<file path="config.mk">
export PLATFORM = sky130hd
export DESIGN_NAME = int2flt_arbiter
export DESIGN_NICKNAME = d
export VERILOG_FILES = /design/src/rtl/int2flt_arbiter.sv
export SDC_FILE = /design/constraint.sdc
export NUM_CORES = 1
export LEC_CHECK = 0
export CORE_AREA = 10 10 93 95
export DETAILED_ROUTE_END_ITERATION = 10
export DIE_AREA = 0 0 103 105
export DONT_BUFFER_PORTS = 1
export GPL_TIMING_DRIVEN = 0
export SYNTH_ARGS = -nofsm -noshare
export SYNTH_HDL_FRONTEND = slang
export SYNTH_SLANG_ARGS = --single-unit
</file>
<file path="constraint.sdc">
create_clock -name clk -period 3.2 [get_ports clk]
set_input_delay 0.48 -clock clk [delete_from_list [all_inputs] [get_ports clk]]
set_output_delay 0.48 -clock clk [all_outputs]
set_load 0.01 [all_outputs]
</file>
<file path="src/rtl/int2flt_arbiter.sv">
// Round-robin front end sharing one int-to-float converter among NUM_REQ clients.
// Optional: define INT2FLT_ZERO_BYPASS_EN to answer a zero operand without using the converter.
module int2flt_arbiter #(
    parameter int NUM_REQ = 4,
    parameter int CVT_LAT = 0,
    parameter int ID_W    = $clog2(NUM_REQ)
) (
    input  logic                   clk,
    input  logic                   rst_n,
    input  logic [NUM_REQ-1:0]     req_valid,
    input  logic [NUM_REQ*32-1:0]  req_data,
    output logic [NUM_REQ-1:0]     req_ready,
    output logic                   rsp_valid,
    output logic [31:0]            rsp_data,
    output logic [ID_W-1:0]        rsp_id,
    input  logic                   rsp_ready,
    output logic                   cvt_start,
    output logic [31:0]            cvt_int,
    input  logic [31:0]            cvt_flt,
    output logic                   busy
);

`ifdef INT2FLT_ZERO_BYPASS_EN
    localparam bit ZERO_BYPASS = 1'b1;
`else
    localparam bit ZERO_BYPASS = 1'b0;
`endif

    // lat_cnt only ever holds CVT_LAT-1 down to 0.
    localparam int             LAT_W    = (CVT_LAT > 2) ? $clog2(CVT_LAT) : 1;
    localparam logic [LAT_W-1:0] LAT_LOAD = LAT_W'((CVT_LAT > 0) ? CVT_LAT - 1 : 0);

    typedef enum logic [1:0] {
        IDLE  = 2'd0,
        ISSUE = 2'd1,
        WAIT  = 2'd2,
        RESP  = 2'd3
    } state_e;

    state_e            state_q,    state_d;
    logic [ID_W-1:0]   rr_ptr_q,   rr_ptr_d;
    logic [ID_W-1:0]   rsp_id_q,   rsp_id_d;
    logic [31:0]       cvt_int_q,  cvt_int_d;
    logic [31:0]       rsp_data_q, rsp_data_d;
    logic [LAT_W-1:0]  lat_cnt_q,  lat_cnt_d;

    logic              grant_found;
    logic [ID_W-1:0]   grant_idx;
    logic [ID_W-1:0]   scan_idx;
    logic [31:0]       grant_data;

    // First valid requester at or after rr_ptr, wrapping modulo NUM_REQ.
    always_comb begin
        grant_found = 1'b0;
        grant_idx   = '0;
        scan_idx    = '0;
        for (int k = 0; k < NUM_REQ; k++) begin
            if (int'(rr_ptr_q) + k >= NUM_REQ) begin
                scan_idx = ID_W'(int'(rr_ptr_q) + k - NUM_REQ);
            end else begin
                scan_idx = ID_W'(int'(rr_ptr_q) + k);
            end
            if (!grant_found && req_valid[scan_idx]) begin
                grant_found = 1'b1;
                grant_idx   = scan_idx;
            end
        end
    end

    assign grant_data = req_data[32*grant_idx +: 32];

    always_comb begin
        // NOTE: every variable gets its hold value first, so no path through the case leaves one unassigned and infers a latch.
        state_d    = state_q;
        rr_ptr_d   = rr_ptr_q;
        rsp_id_d   = rsp_id_q;
        cvt_int_d  = cvt_int_q;
        rsp_data_d = rsp_data_q;
        lat_cnt_d  = lat_cnt_q;
        req_ready  = '0;

        case (state_q)
            IDLE: begin
                if (grant_found) begin
                    req_ready[grant_idx] = rst_n;
                    rsp_id_d             = grant_idx;
                    if (ZERO_BYPASS && grant_data == 32'h0) begin
                        rsp_data_d = 32'h0000_0000;
                        state_d    = RESP;
                    end else begin
                        cvt_int_d = grant_data;
                        state_d   = ISSUE;
                    end
                end
            end
            ISSUE: begin
                if (CVT_LAT == 0) begin
                    rsp_data_d = cvt_flt;
                    state_d    = RESP;
                end else begin
                    lat_cnt_d = LAT_LOAD;
                    state_d   = WAIT;
                end
            end
            WAIT: begin
                if (lat_cnt_q == '0) begin
                    rsp_data_d = cvt_flt;
                    state_d    = RESP;
                end else begin
                    lat_cnt_d = lat_cnt_q - LAT_W'(1);
                end
            end
            RESP: begin
                if (rsp_ready) begin
                    rr_ptr_d = (rsp_id_q == ID_W'(NUM_REQ - 1)) ? '0 : rsp_id_q + ID_W'(1);
                    state_d  = IDLE;
                end
            end
            default: state_d = IDLE;
        endcase
    end

    // Reset drops any in-flight transaction; nothing is replayed afterwards.
    always_ff @(posedge clk) begin
        if (!rst_n) begin
            state_q    <= IDLE;
            rr_ptr_q   <= '0;
            rsp_id_q   <= '0;
            cvt_int_q  <= '0;
            rsp_data_q <= '0;
            lat_cnt_q  <= '0;
        end else begin
            // NOTE: non-blocking assignments make every _q take its _d together at the edge, independent of statement order.
            state_q    <= state_d;
            rr_ptr_q   <= rr_ptr_d;
            rsp_id_q   <= rsp_id_d;
            cvt_int_q  <= cvt_int_d;
            rsp_data_q <= rsp_data_d;
            lat_cnt_q  <= lat_cnt_d;
        end
    end

    assign rsp_valid = (state_q == RESP);
    assign cvt_start = (state_q == ISSUE);
    assign busy      = (state_q != IDLE);
    assign rsp_data  = rsp_data_q;
    assign rsp_id    = rsp_id_q;
    assign cvt_int   = cvt_int_q;

endmodule

</file>
Yosys cells after proc, flatten, opt, wreduce, memory -nomap -nowiden:

Index checks and enable logic that the tools add are counted.

* memory bits (read-only): 0
* memories: 0
* memory bits (writable): 0
* bits of input ports: 167
* latch bits: 0
* register bits: 71

* multiply operators: 0
* shift-type cells: 1
* multiplexer cells: 32
* equal/unequal tests: 7
* add/sub/neg operators: 9
* div/mod/pow operators: 0
* reduce and logical (&&, ||, !) cells: 14
* bitwise gates (word level): 1
* $lt $le $gt $ge: 10

Operators by type and width (number)
* 128-bit by 8-bit variable part select with 32-bit output: 1
* 32-bit case mux with 2 select lines: 1
* 32-bit two-way mux: 1
* 2-bit two-way mux: 12
* 2-bit by 3-bit < comparator with 1-bit output (second input constant): 5
* 1-bit two-way mux: 10
* 3-bit >= comparator (second input constant): 3
* 1-bit binary-select mux with 2-bit select: 4
* 4-bit two-way mux: 2
* 2-bit case mux with 4 select lines: 1
* 2-bit by 1-bit subtractor with 2-bit output (second input constant): 4
* 2-bit by 2-bit adder with 3-bit output (second input constant): 2
* 2-bit == test (second input constant): 3
* 2-bit AND reduction: 3
* 4-bit AND: 1
* 1-bit logical AND: 4
* 2-bit inequality test (second input constant): 2
* 2-bit nonzero test: 2
* 2-bit by 1-bit adder with 3-bit output (second input constant): 1
* 2-bit by 3-bit >= comparator with 1-bit output (second input constant): 1
* 1-bit zero test: 3
* 3-bit AND reduction: 1
* 2-bit by 1-bit adder with 2-bit output (second input constant): 1
* 1-bit demux with 2-bit select: 1
* 5 further kinds: 5

Depth between registers and ports, before layout:

Gate-level depths: netlist (run 1).

* depth after elaboration: 21
* gate-level depth with buffers: 7
* depth with buffers taken out: 7

Worst setup path before layout (run 1):

OpenSTA, ideal clock, no wires.

* kind: input port to output port
* start: input req_valid[1]
* end: output req_ready[2]
* path slack: 1136 ps
* cell stages on the path: 6
* data arrival time: 1584 ps
* path buffers: 2
* path through: buf_2 -> nor2_1 -> nor2_1 -> o32ai_4 -> clkbuf_1 -> and3_1

* word-level cells in the longest chain between the ends: 19
* elaborated cells on any way between the ends: 30

Ends and longest elaborated chain
* from (decl): RTL line 10 `input logic [NUM_REQ-1:0] req_valid,`
* 1-bit binary-select mux with 2-bit select: RTL line 63 `if (!grant_found && req_valid[scan_idx]) begin`
* 1-bit two-way mux (not written as such): RTL line 63
* 1-bit two-way mux: RTL line 63
* 1-bit zero test: RTL line 63
* 1-bit logical AND: RTL line 63
* 1-bit two-way mux: RTL line 63
* 1-bit zero test: RTL line 63
* 1-bit logical AND: RTL line 63
* (+3 left out)
* 2-bit two-way mux: RTL line 63
* 2-bit by 3-bit < comparator with 1-bit output (not written as such) / 2-bit by 1-bit >= comparator with 1-bit output (equally long branches): RTL line 85 `req_ready[grant_idx] = rst_n;`
* 1-bit logical AND (not written as such): RTL line 85
* 1-bit two-way mux (not written as such): RTL line 85
* 1-bit demux with 2-bit select: RTL line 85
* 4-bit AND (no source line)
* 4-bit two-way mux *: RTL line 84 `if (grant_found) begin`
* 4-bit two-way mux *: RTL line 82 `case (state_q)`
* to (decl): RTL line 12 `output logic [NUM_REQ-1:0] req_ready,`

Mark *: on every way between the ends. The rest lies on a longest branch, timed or not. The select of a mux whose other input is x is not followed.

Worst setup path after layout (run 1):

* start: register state_q[1]
* end: output req_ready[1]

* word-level cells in the longest chain between the ends: 2

Ends and longest elaborated chain
* from (decl): RTL line 40 `state_e state_q, state_d;`
* from (signal assigned): RTL line 134 `state_q <= state_d;`
* 2-bit zero test: RTL line 82
* 4-bit two-way mux: RTL line 82

Every way passes these cells.

==> impl_results.md, run 1 <==
- Status: finished, final reports clean
- Clock Sink Count: 70
- GRT Total Usage: 0.202
- P_int: 1.71 mW
- Multi-input gate area: 1740 sq um
- Critical path capture point type: output port
- Cell Area, Synth: 3340 sq um
- Max incr delay on CP: 0.39 ns
- Yosys cell types: 32
- Iteration count of the initial detailed-routing pass: 8
- ANT nets after route: 0
- Drt wl/cell: 25.2 um
- Final hold slack: 0.298 ns
- First-pass GRT wire length: 17.2 mm
- Buf/Inv on CP: 3
- Leading area contributor after synthesis: dfxtp_1
- Metal-1 WL: 4.17 mm
- Cell family with most CP delay: simple AND/OR/NAND/NOR gates
- Met3 WL: 1.48 mm
- Area growth from synthesis to layout: 9.88%
- Leakage: 1.44 nW
- Post-layout minimum cycle time: 2.60 ns
- Post-CTS Setup Bufs: 0
- Initial drt markers: 215
- Peak supply drop: 269 uV
- Hold Fails Final Rpt: 0
- CP Max Fanout: 10
- Syn_nets: 533
- Critical Path AT: 2.12 ns
- Largest net degree at the start of global routing: 14
- H-tree levels: 3
- Clk buf depth: 2
- Syn Area/Cell: 9.26 sq um
- Worst relative slew slack: 0.681
- Worst path depth: 6
- Number of global-route vias before repair: 2994
- Seq. cell area: 1400 sq um
- Row count: 30
- F_max: 0.385 GHz
- Initial antenna violation count: 0
- Setup TNS: 0 ns
- Syn Inst Count: 361
- Clock latency on the worst-skew pair: 0.35 ns
- Aggregate routed wire length: 11.5 mm
- Worst-path cell chain: inv_1 -> ha_1 -> inv_1 -> nor2_2 -> clkbuf_1 -> and3_1
- Post-CTS Hold Fix Bufs: 0
- Final period util: 0.813
- # fillers: 629
- Final Wtd Congestion: 0.808
- DR top layer: met4
- Post-synth EDFFs: 0
- Routed vias/inst: 6.40
- Initial Utilization: 0.495
- Share of the synthesized area in the top cell type: 0.419
- Place WS: 0.872 ns
- DRC Markers: 0
- Setup Skew: 0.00888 ns
- Die W: 103 um
- Max-slew violations: 0
- Synth warn: 0
- Clock root buffer: clkbuf_8
- Resize count post-CTS: 0
- Final core occ: 0.544
- CP most frequent cell: inv_1
- Sw frac: 0.326
- Psw: 0.827 mW
- N_diodes: 0
- PwrDens: 690 nW/um^2
- Met2 wire length: 5.70 mm
- Measured slew at the worst slew-check pin: 0.479 ns
- Main synth FF type: dfxtp_1
- CP Launch Type: flop
- Hold Path Cell Cnt: 2
- FF-to-FF path depth: 7
- Setup CP Type: reg2out
- CTS Buf Count: 9
- Post-synthesis register bit count: 70
- Clock Power Share: 0.326
- Critical Path RT: 2.72 ns
- Final layout net count: 544
- Flop pwr share: 0.464
- Worst path slowest cell: nor2_2
- Clock-pin slew on the worst setup and hold paths: 0.08 ns
- RSZ-0062 raised after global routing: false
- I/O pin count: 240
- Comb pwr share: 0.211
- Placed cells: 441
- CTS tree: yes
- Setup violators final: 0
- Share of layout cells above drive strength 1: 0.106
- Setup ws final: 0.600 ns
- Seq/Total Area, Yosys: 0.419
- Gr ovfl total: 0
- Non-Filler Instances: 457
- Fraction of registers with async set/reset: 0
- Core area: 6760 sq um
- DR vias: 2927
- Port bufs: 0
- Final HPWL DP: 9.05 mm
- Chip height: 105 um
- Max-cap violations: 0
- Synth cell count leaders: a21oi_1 (71), dfxtp_1 (70), nor2b_1 (36)
- Area contributors post-synth: dfxtp_1 (42%), a21oi_1 (11%), a222oi_1 (9.6%), mux2i_1 (9.6%), nor2b_1 (6.7%)
- Die area: 10800 sq um
- Top-count cell post-synth: a21oi_1
- Hold Path Class: in2reg
-- path summary, 6_finish.rpt --
kind	start	end	slack, ns
worst max-delay path	state_q[1]	req_ready[1]	0.60
worst min-delay path	cvt_flt[18]	rsp_data[18]	0.30
worst max register to register	state_q[1]	cvt_int[20]	1.30
worst min register to register	rsp_data[27]	rsp_data[27]	0.57
-- cells by family (layout without fill, tap and decap cells) --
group	after synthesis	after routing	share of synthesized area
AO/OA/AOI/OAI	148	148	0.291
buffers and inverters	41	57	0.0617
adder cells (fa/ha/maj)	5	5	0.0187
flip-flops	70	70	0.419
AND/OR/NAND/NOR	65	65	0.114
multiplexers	32	32	0.0958
-- layout make-up --
type,count,area share
clock buffers,10,0.0375
well taps,80,0.0272
plain buffers,35,0.0501
multi-input cells,250,0.473
clock inverters,6,0.0252
inverters,6,0.00613
flip-flops and latches,70,0.381
-- worst register-to-register path, delay by kind of cell, from the launching register on --
family | cells | cell delay (ns)
buf+inv | 3 | 0.62
flops | 1 | 0.34
fa+ha+maj | 1 | 0.19
simple gates | 1 | 0.39
compound gates | 2 | 0.28
-- state kept, by name, summed over array words and instances, names as in the netlist --
signal / flops
rsp_id: 2
cvt_int: 32
state_q: 2
rsp_data: 32
rr_ptr_q: 2
-- per-stage QoR --
step	area, sq um	power, mW
2_1_floorplan	3340	1.59
3_3_place_gp	3440	1.72
3_5_place_dp	3440	1.73
4_1_cts	3670	2.56
5_1_grt	3670	2.68
6_report	3670	2.53
-- per-layer routing --
metal	vias up	track usage
met2	167	0.329
met5	-	0
met4	0	0.0666
met3	14	0.100
li1	1375	-
met1	1371	0.222
-- layout by cell type (no fill, tap or decap), types with 2 or more instances in the layout --
cell type,Yosys,final
buf_6,3,3
clkbuf_1,18,18
dfxtp_1,70,70
nand2_1,6,6
buf_2,9,9
bufinv_16,0,2
nor2b_1,36,36
clkinvlp_4,0,2
a222oi_1,32,32
ha_1,5,5
buf_4,5,5
a21oi_1,71,71
nor3_1,2,2
o221a_4,2,2
and3_1,4,4
and2_1,3,3
inv_6,0,2
nor2_1,7,7
mux2i_1,32,32
nor2_2,2,2
o21ai_0,31,31
clkbuf_8,0,10
o21ai_1,5,5
inv_1,6,6
-- power groups by stage --
stage	clock, mW	combinational (mW)	sequential, mW
3_5_place_dp	0	0.536	1.20
3_3_place_gp	0	0.525	1.20
6_report	0.826	0.534	1.17
2_1_floorplan	0	0.442	1.15
4_1_cts	0.844	0.537	1.18
5_1_grt	0.888	0.600	1.19
(Power assumes the default switching activity.)
==> run 2, diff against run 1 <==
clock period = 2.7 ns   (was 3.2 ns; I/O delays follow)
==> run 2 against run 1 <==
Via count decreased by 0.44%. Largest cell class unchanged. Hold slack got worse by 0.075 ns. First-iteration DRC count decreased by 0.47%. Register-to-register slack got worse by 0.40 ns. Combinational power increased by 19%. Sequential power increased by 19%. Clock skew increased by 0.0019 ns. Sequential share of layout area decreased by 0.052 points.
==> impl_results.md, run 2 (synthesized netlist as in run 1, its figures left out) <==
- Status: finished, final reports clean
- Critical Path AT: 2.02 ns (-0.10 ns)
- DR top layer: met4
- Final core occ: 0.545 (+0.000741)
- Most frequent cells in the layout: a21oi_1 (71), dfxtp_1 (70), nor2b_1 (36), a222oi_1 (32), mux2i_1 (32)
- Placed cells: 441 (unchanged)
- CP Max Fanout: 10 (unchanged)
- Hold Path Class: in2reg
- Chip height: 105 um (unchanged)
- Number of global-route vias before repair: 2994 (unchanged)
- Peak supply drop: 319 uV (+19%)
- Clock root buffer: clkbuf_8
- Initial Utilization: 0.495 (unchanged)
- RSZ-0062 raised after global routing: false
- Largest net degree at the start of global routing: 14 (unchanged)
- Max-cap violations: 0 (unchanged)
- Flop-to-flop setup slack: 0.90 ns (-0.40 ns)
- Post-CTS Hold Fix Bufs: 0 (unchanged)
- CP Launch Type: flop
- F_max: 0.412 GHz
- Reg2Reg Launch Point: rr_ptr_q[1]
- I/O pin count: 240 (unchanged)
- Port bufs: 0 (unchanged)
- CTS tree: yes
- Area growth from synthesis to layout: 10.0%
- DRC Markers: 0 (unchanged)
- N_diodes: 0 (unchanged)
- Setup Skew: 0.0108 ns (+0.00191 ns)
- Commonest non-fill, non-tap cell in the layout: a21oi_1
- Post-layout minimum cycle time: 2.43 ns
- Gr ovfl total: 0 (unchanged)
- ANT nets after route: 0 (unchanged)
- PwrDens: 818 nW/um^2 (+19%)
- Clock Sink Count: 70 (unchanged)
- Hold Fails Final Rpt: 0 (unchanged)
- Clk buf depth: 2 (unchanged)
- Final period util: 0.899
- Non-Filler Instances: 457 (unchanged)
- GRT Total Usage: 0.202 (unchanged)
- Final HPWL DP: 9.05 mm (unchanged)
- Row count: 30 (unchanged)
- Final Wtd Congestion: 0.808 (unchanged)
- Met3 WL: 1.47 mm (-0.54%)
- Worst setup startpoint: rr_ptr_q[0]
- Setup violators final: 0 (unchanged)
- Max-slew violations: 0 (unchanged)
- # fillers: 631 (+0.32%)
- Met2 wire length: 5.68 mm (-0.44%)
- Core area: 6760 sq um (unchanged)
- Metal-1 WL: 4.19 mm (+0.55%)
- Final layout net count: 544 (unchanged)
- Aggregate routed wire length: 11.5 mm (-0.10%)
- Initial drt markers: 214 (-0.47%)
- Share of layout cells above drive strength 1: 0.106 (unchanged)
- Critical path capture point type: output port
- HP Start: cvt_flt[18]
- Clock-pin slew on the worst setup and hold paths: 0.08 ns (about the same)
- Clock latency on the worst-skew pair: 0.35 ns (about the same)
- Drt wl/cell: 25.1 um (-0.10%)
- CTS Buf Count: 9 (unchanged)
- Measured slew at the worst slew-check pin: 0.479 ns (-0.00000381 ns)
- Worst relative slew slack: 0.681 (about the same)
- Die W: 103 um (unchanged)
- Total Power: 3.01 mW (+19%)
- First-pass GRT wire length: 17.2 mm (unchanged)
- Leakage: 1.44 nW (about the same)
- Setup CP Type: reg2out
- Routed vias/inst: 6.38 (-0.44%)
- Iteration count of the initial detailed-routing pass: 8 (unchanged)
- Setup TNS: 0 ns (unchanged)
- Critical Path RT: 2.30 ns (-0.42 ns)
- Initial antenna violation count: 0 (unchanged)
- DR vias: 2914 (-0.44%)
- H-tree levels: 3 (unchanged)
- Die area: 10800 sq um (unchanged)
-- run 2: cell counts in the layout (fill, tap and decap cells not counted) --
Identical to the previous run, type by type.
-- run 2: metrics by stage --
| stage | instance area, sq um | hold slack, ns | setup WS, ns |
|---|---|---|---|
| 2_1_floorplan | 3340 | 0.536 | 0.786 |
| 3_3_place_gp | 3440 | 0.561 | 0.536 |
| 3_5_place_dp | 3440 | 0.567 | 0.522 |
| 4_1_cts | 3670 | 0.210 | 0.140 |
| 5_1_grt | 3680 | 0.208 | 0.0885 |
| 6_report | 3680 | 0.222 | 0.272 |
-- run 2: routing by layer --
metal,GRT usage,vias to the layer above
met4,0.0666,0
met5,0,-
li1,-,1375
met2,0.329,159
met1,0.222,1368
met3,0.100,12
-- run 2: where the power goes --
part	internal [mW]	switching [mW]	total, mW	leakage, nW
sequential	1.19	0.198	1.39	0.579
combinational	0.278	0.357	0.635	0.753
clock	0.552	0.430	0.982	0.110
-- run 2: path summary, 6_finish.rpt --
path         depth (start not counted)           end
min                                  2  rsp_data[18]
max                                  5  req_ready[0]
max reg2reg                          7    cvt_int[8]
min reg2reg                          2  rsp_data[27]
-- run 2: critical path: stages, from the launching register on --
cell	delay, ns
dfxtp_1	0.31
buf_2	0.24
and4b_1	0.22
a211o_1	0.23
clkbuf_1	0.39
and3_1	0.28
-- run 2: final cells by class --
cell class | count | area, sq um | area share
clock inverters | 6 | 92.6 | 0.0252
well taps | 80 | 100 | 0.0272
multi-input cells | 250 | 1740 | 0.473
clock buffers | 10 | 138 | 0.0374
flip-flops and latches | 70 | 1400 | 0.381
inverters | 6 | 22.5 | 0.00612
plain buffers | 35 | 184 | 0.0500
-- run 2: repair_timing --
item / in CTS / in global routing
endpoints found under the setup margin: 0 / 3
buffers inserted: 0 / 0
resized for setup: 0 / 1
==> run 3, diff against run 2 <==
PLACE_DENSITY = 0.66   (was unset)
REMOVE_ABC_BUFFERS = 1   (was unset)
==> run 3 against run 2 <==
Non-clock buffer count down 35. Final area fell by 5.1%. Combinational power shrank 8.2%. Utilization decreased by 2.8 points. Via count down 2.1%. Final cell count fell by 7.4%. Critical endpoint unchanged. Largest power group unchanged.
==> impl_results.md, run 3 (synthesized netlist as in run 1, its figures left out) <==
- Status: finished, final reports clean
- Clk buf depth: 2 (unchanged)
- Post-CTS Setup Bufs: 0 (unchanged)
- Initial antenna violation count: 0 (unchanged)
- Post-CTS Hold Fix Bufs: 0 (unchanged)
- Max-cap violations: 0 (unchanged)
- DR vias: 2852 (-2.1%)
- Buf/Inv on CP: 0 (-2)
- First-pass GRT wire length: 16.6 mm (-3.4%)
- Routed vias/inst: 6.74 (+5.7%)
- Hold Fails Final Rpt: 0 (unchanged)
- Share of layout cells above drive strength 1: 0.0816 (-0.0245)
- Gr ovfl total: 0 (unchanged)
- Measured slew at the worst slew-check pin: 1.31 ns (+0.835 ns)
- ANT nets after route: 0 (unchanged)
- Critical Path RT: 2.30 ns (about the same)
- Port bufs: 0 (unchanged)
- Worst setup startpoint: rr_ptr_q[0]
- Critical Path AT: 2.08 ns (+0.06 ns)
- Area growth from synthesis to layout: 4.45%
- # fillers: 633 (+0.32%)
- DRC Markers: 0 (unchanged)
- I/O pin count: 240 (unchanged)
- H-tree levels: 3 (unchanged)
- Worst relative slew slack: 0.124 (-0.557)
- RSZ-0062 raised after global routing: false
- GRT Total Usage: 0.197 (-0.00542)
- Row count: 30 (unchanged)
- Peak supply drop: 289 uV (-9.3%)
- Clock root buffer: clkbuf_8
- N_diodes: 0 (unchanged)
- Clock latency on the worst-skew pair: 0.35 ns (about the same)
- Post-route cell area: 3490 sq um (-5.1%)
- Multi-input gate area: 1760 sq um (+1.3%)
- Most frequent cells in the layout: a21oi_1 (71), dfxtp_1 (69), nor2b_1 (36), a222oi_1 (32), mux2i_1 (32)
- Initial drt markers: 271 (+27%)
- Leakage: 1.33 nW (-8.0%)
- Clock Sink Count: 70 (unchanged)
- Final core occ: 0.517 (-0.0276)
- Number of global-route vias before repair: 2855 (-4.6%)
- Chip height: 105 um (unchanged)
- Worst-path cell chain: nor2b_1 -> a211o_2 -> and3_1
- Setup TNS: 0 ns (unchanged)
- Final HPWL DP: 8.34 mm (-7.9%)
- Hold Path Class: in2reg
- Cell family with most CP delay: flip-flops
- Setup violators final: 0 (unchanged)
- Die W: 103 um (unchanged)
- Reg2Reg Launch Point: rr_ptr_q[1]
- HP Start: rst_n
- Iteration count of the initial detailed-routing pass: 6 (-2)
- Clock-pin slew on the worst setup and hold paths: 0.07 ns (about the same)
- Setup Skew: 0.0102 ns (-0.000580 ns)
- CTS Buf Count: 9 (unchanged)
- Critical path capture point type: output port
- Core area: 6760 sq um (unchanged)
- Final period util: 0.922 (+0.0227)
- Commonest non-fill, non-tap cell in the layout: a21oi_1
- Worst path slowest cell: dfxtp_1
- Die area: 10800 sq um (unchanged)
- Post-place instance area: 3260 sq um (-5.3%)
- Max-slew violations: 0 (unchanged)
- CP Launch Type: flop
- CTS tree: yes
- Final Wtd Congestion: 0.723 (-11%)
- F_max: 0.402 GHz (-2.5%)
- Setup CP Type: reg2out
- Final layout net count: 510 (-6.3%)
- Seq. cell area: 1400 sq um (about the same)
- Initial Utilization: 0.495 (unchanged)
- Post-layout minimum cycle time: 2.49 ns (+0.0614 ns)
- Drt wl/cell: 27.6 um (+9.8%)
- Largest net degree at the start of global routing: 75 (+61)
- Aggregate routed wire length: 11.7 mm (+1.7%)
- PwrDens: 813 nW/um^2 (-0.57%)
- Final hold slack: 0.193 ns (-0.0297 ns)
- Max incr delay on CP: 0.68 ns (+0.29 ns)
- CP Max Fanout: 33 (+23)
==> run 3: layout make-up <==
type	count	share of cell area
clock inverters	7	0.0229
multi-input cells	251	0.505
clock buffers	9	0.0355
well taps	80	0.0287
flip-flops and latches	70	0.402
inverters	6	0.00645
==> run 3: final timing paths <==
kind | to | slack, ns | cells after the start
max reg2reg | cvt_int[16] | 0.52 | 4
min | rsp_id[0] | 0.19 | 1
min reg2reg | rsp_data[12] | 0.57 | 2
max | req_ready[0] | 0.21 | 3
==> run 3: report_power, final <==
part,switching (mW),internal (mW),total [mW]
logic,0.328,0.254,0.583
registers,0.202,1.19,1.40
clock network,0.425,0.437,0.862
total,0.954,1.89,2.84
==> run 3: stage by stage <==
| step | total power [mW] | std cells | setup WS, ns |
|---|---|---|---|
| global placement | 1.99 | 406 | 0.190 |
| global route | 3.01 | 423 | 0.0870 |
| detailed placement | 2.00 | 406 | 0.172 |
| CTS | 2.87 | 422 | -0.0156 |
| finish | 2.84 | 423 | 0.211 |
| floorplan | 1.85 | 326 | 0.655 |
==> run 3: routing by layer <==
layer	GRT usage	wire length, um	vias to the layer above
li1	-	-	1311
met1	0.196	3730	1310
met2	0.312	5630	215
met3	0.142	2120	16
met4	0.0656	214	0
met5	0	0	-
==> run 3: what timing repair did <==
item	in CTS	in global routing
gates cloned	0	1
pin swaps	0	1
endpoints found under the setup margin	4	1
gates resized for setup	3	0
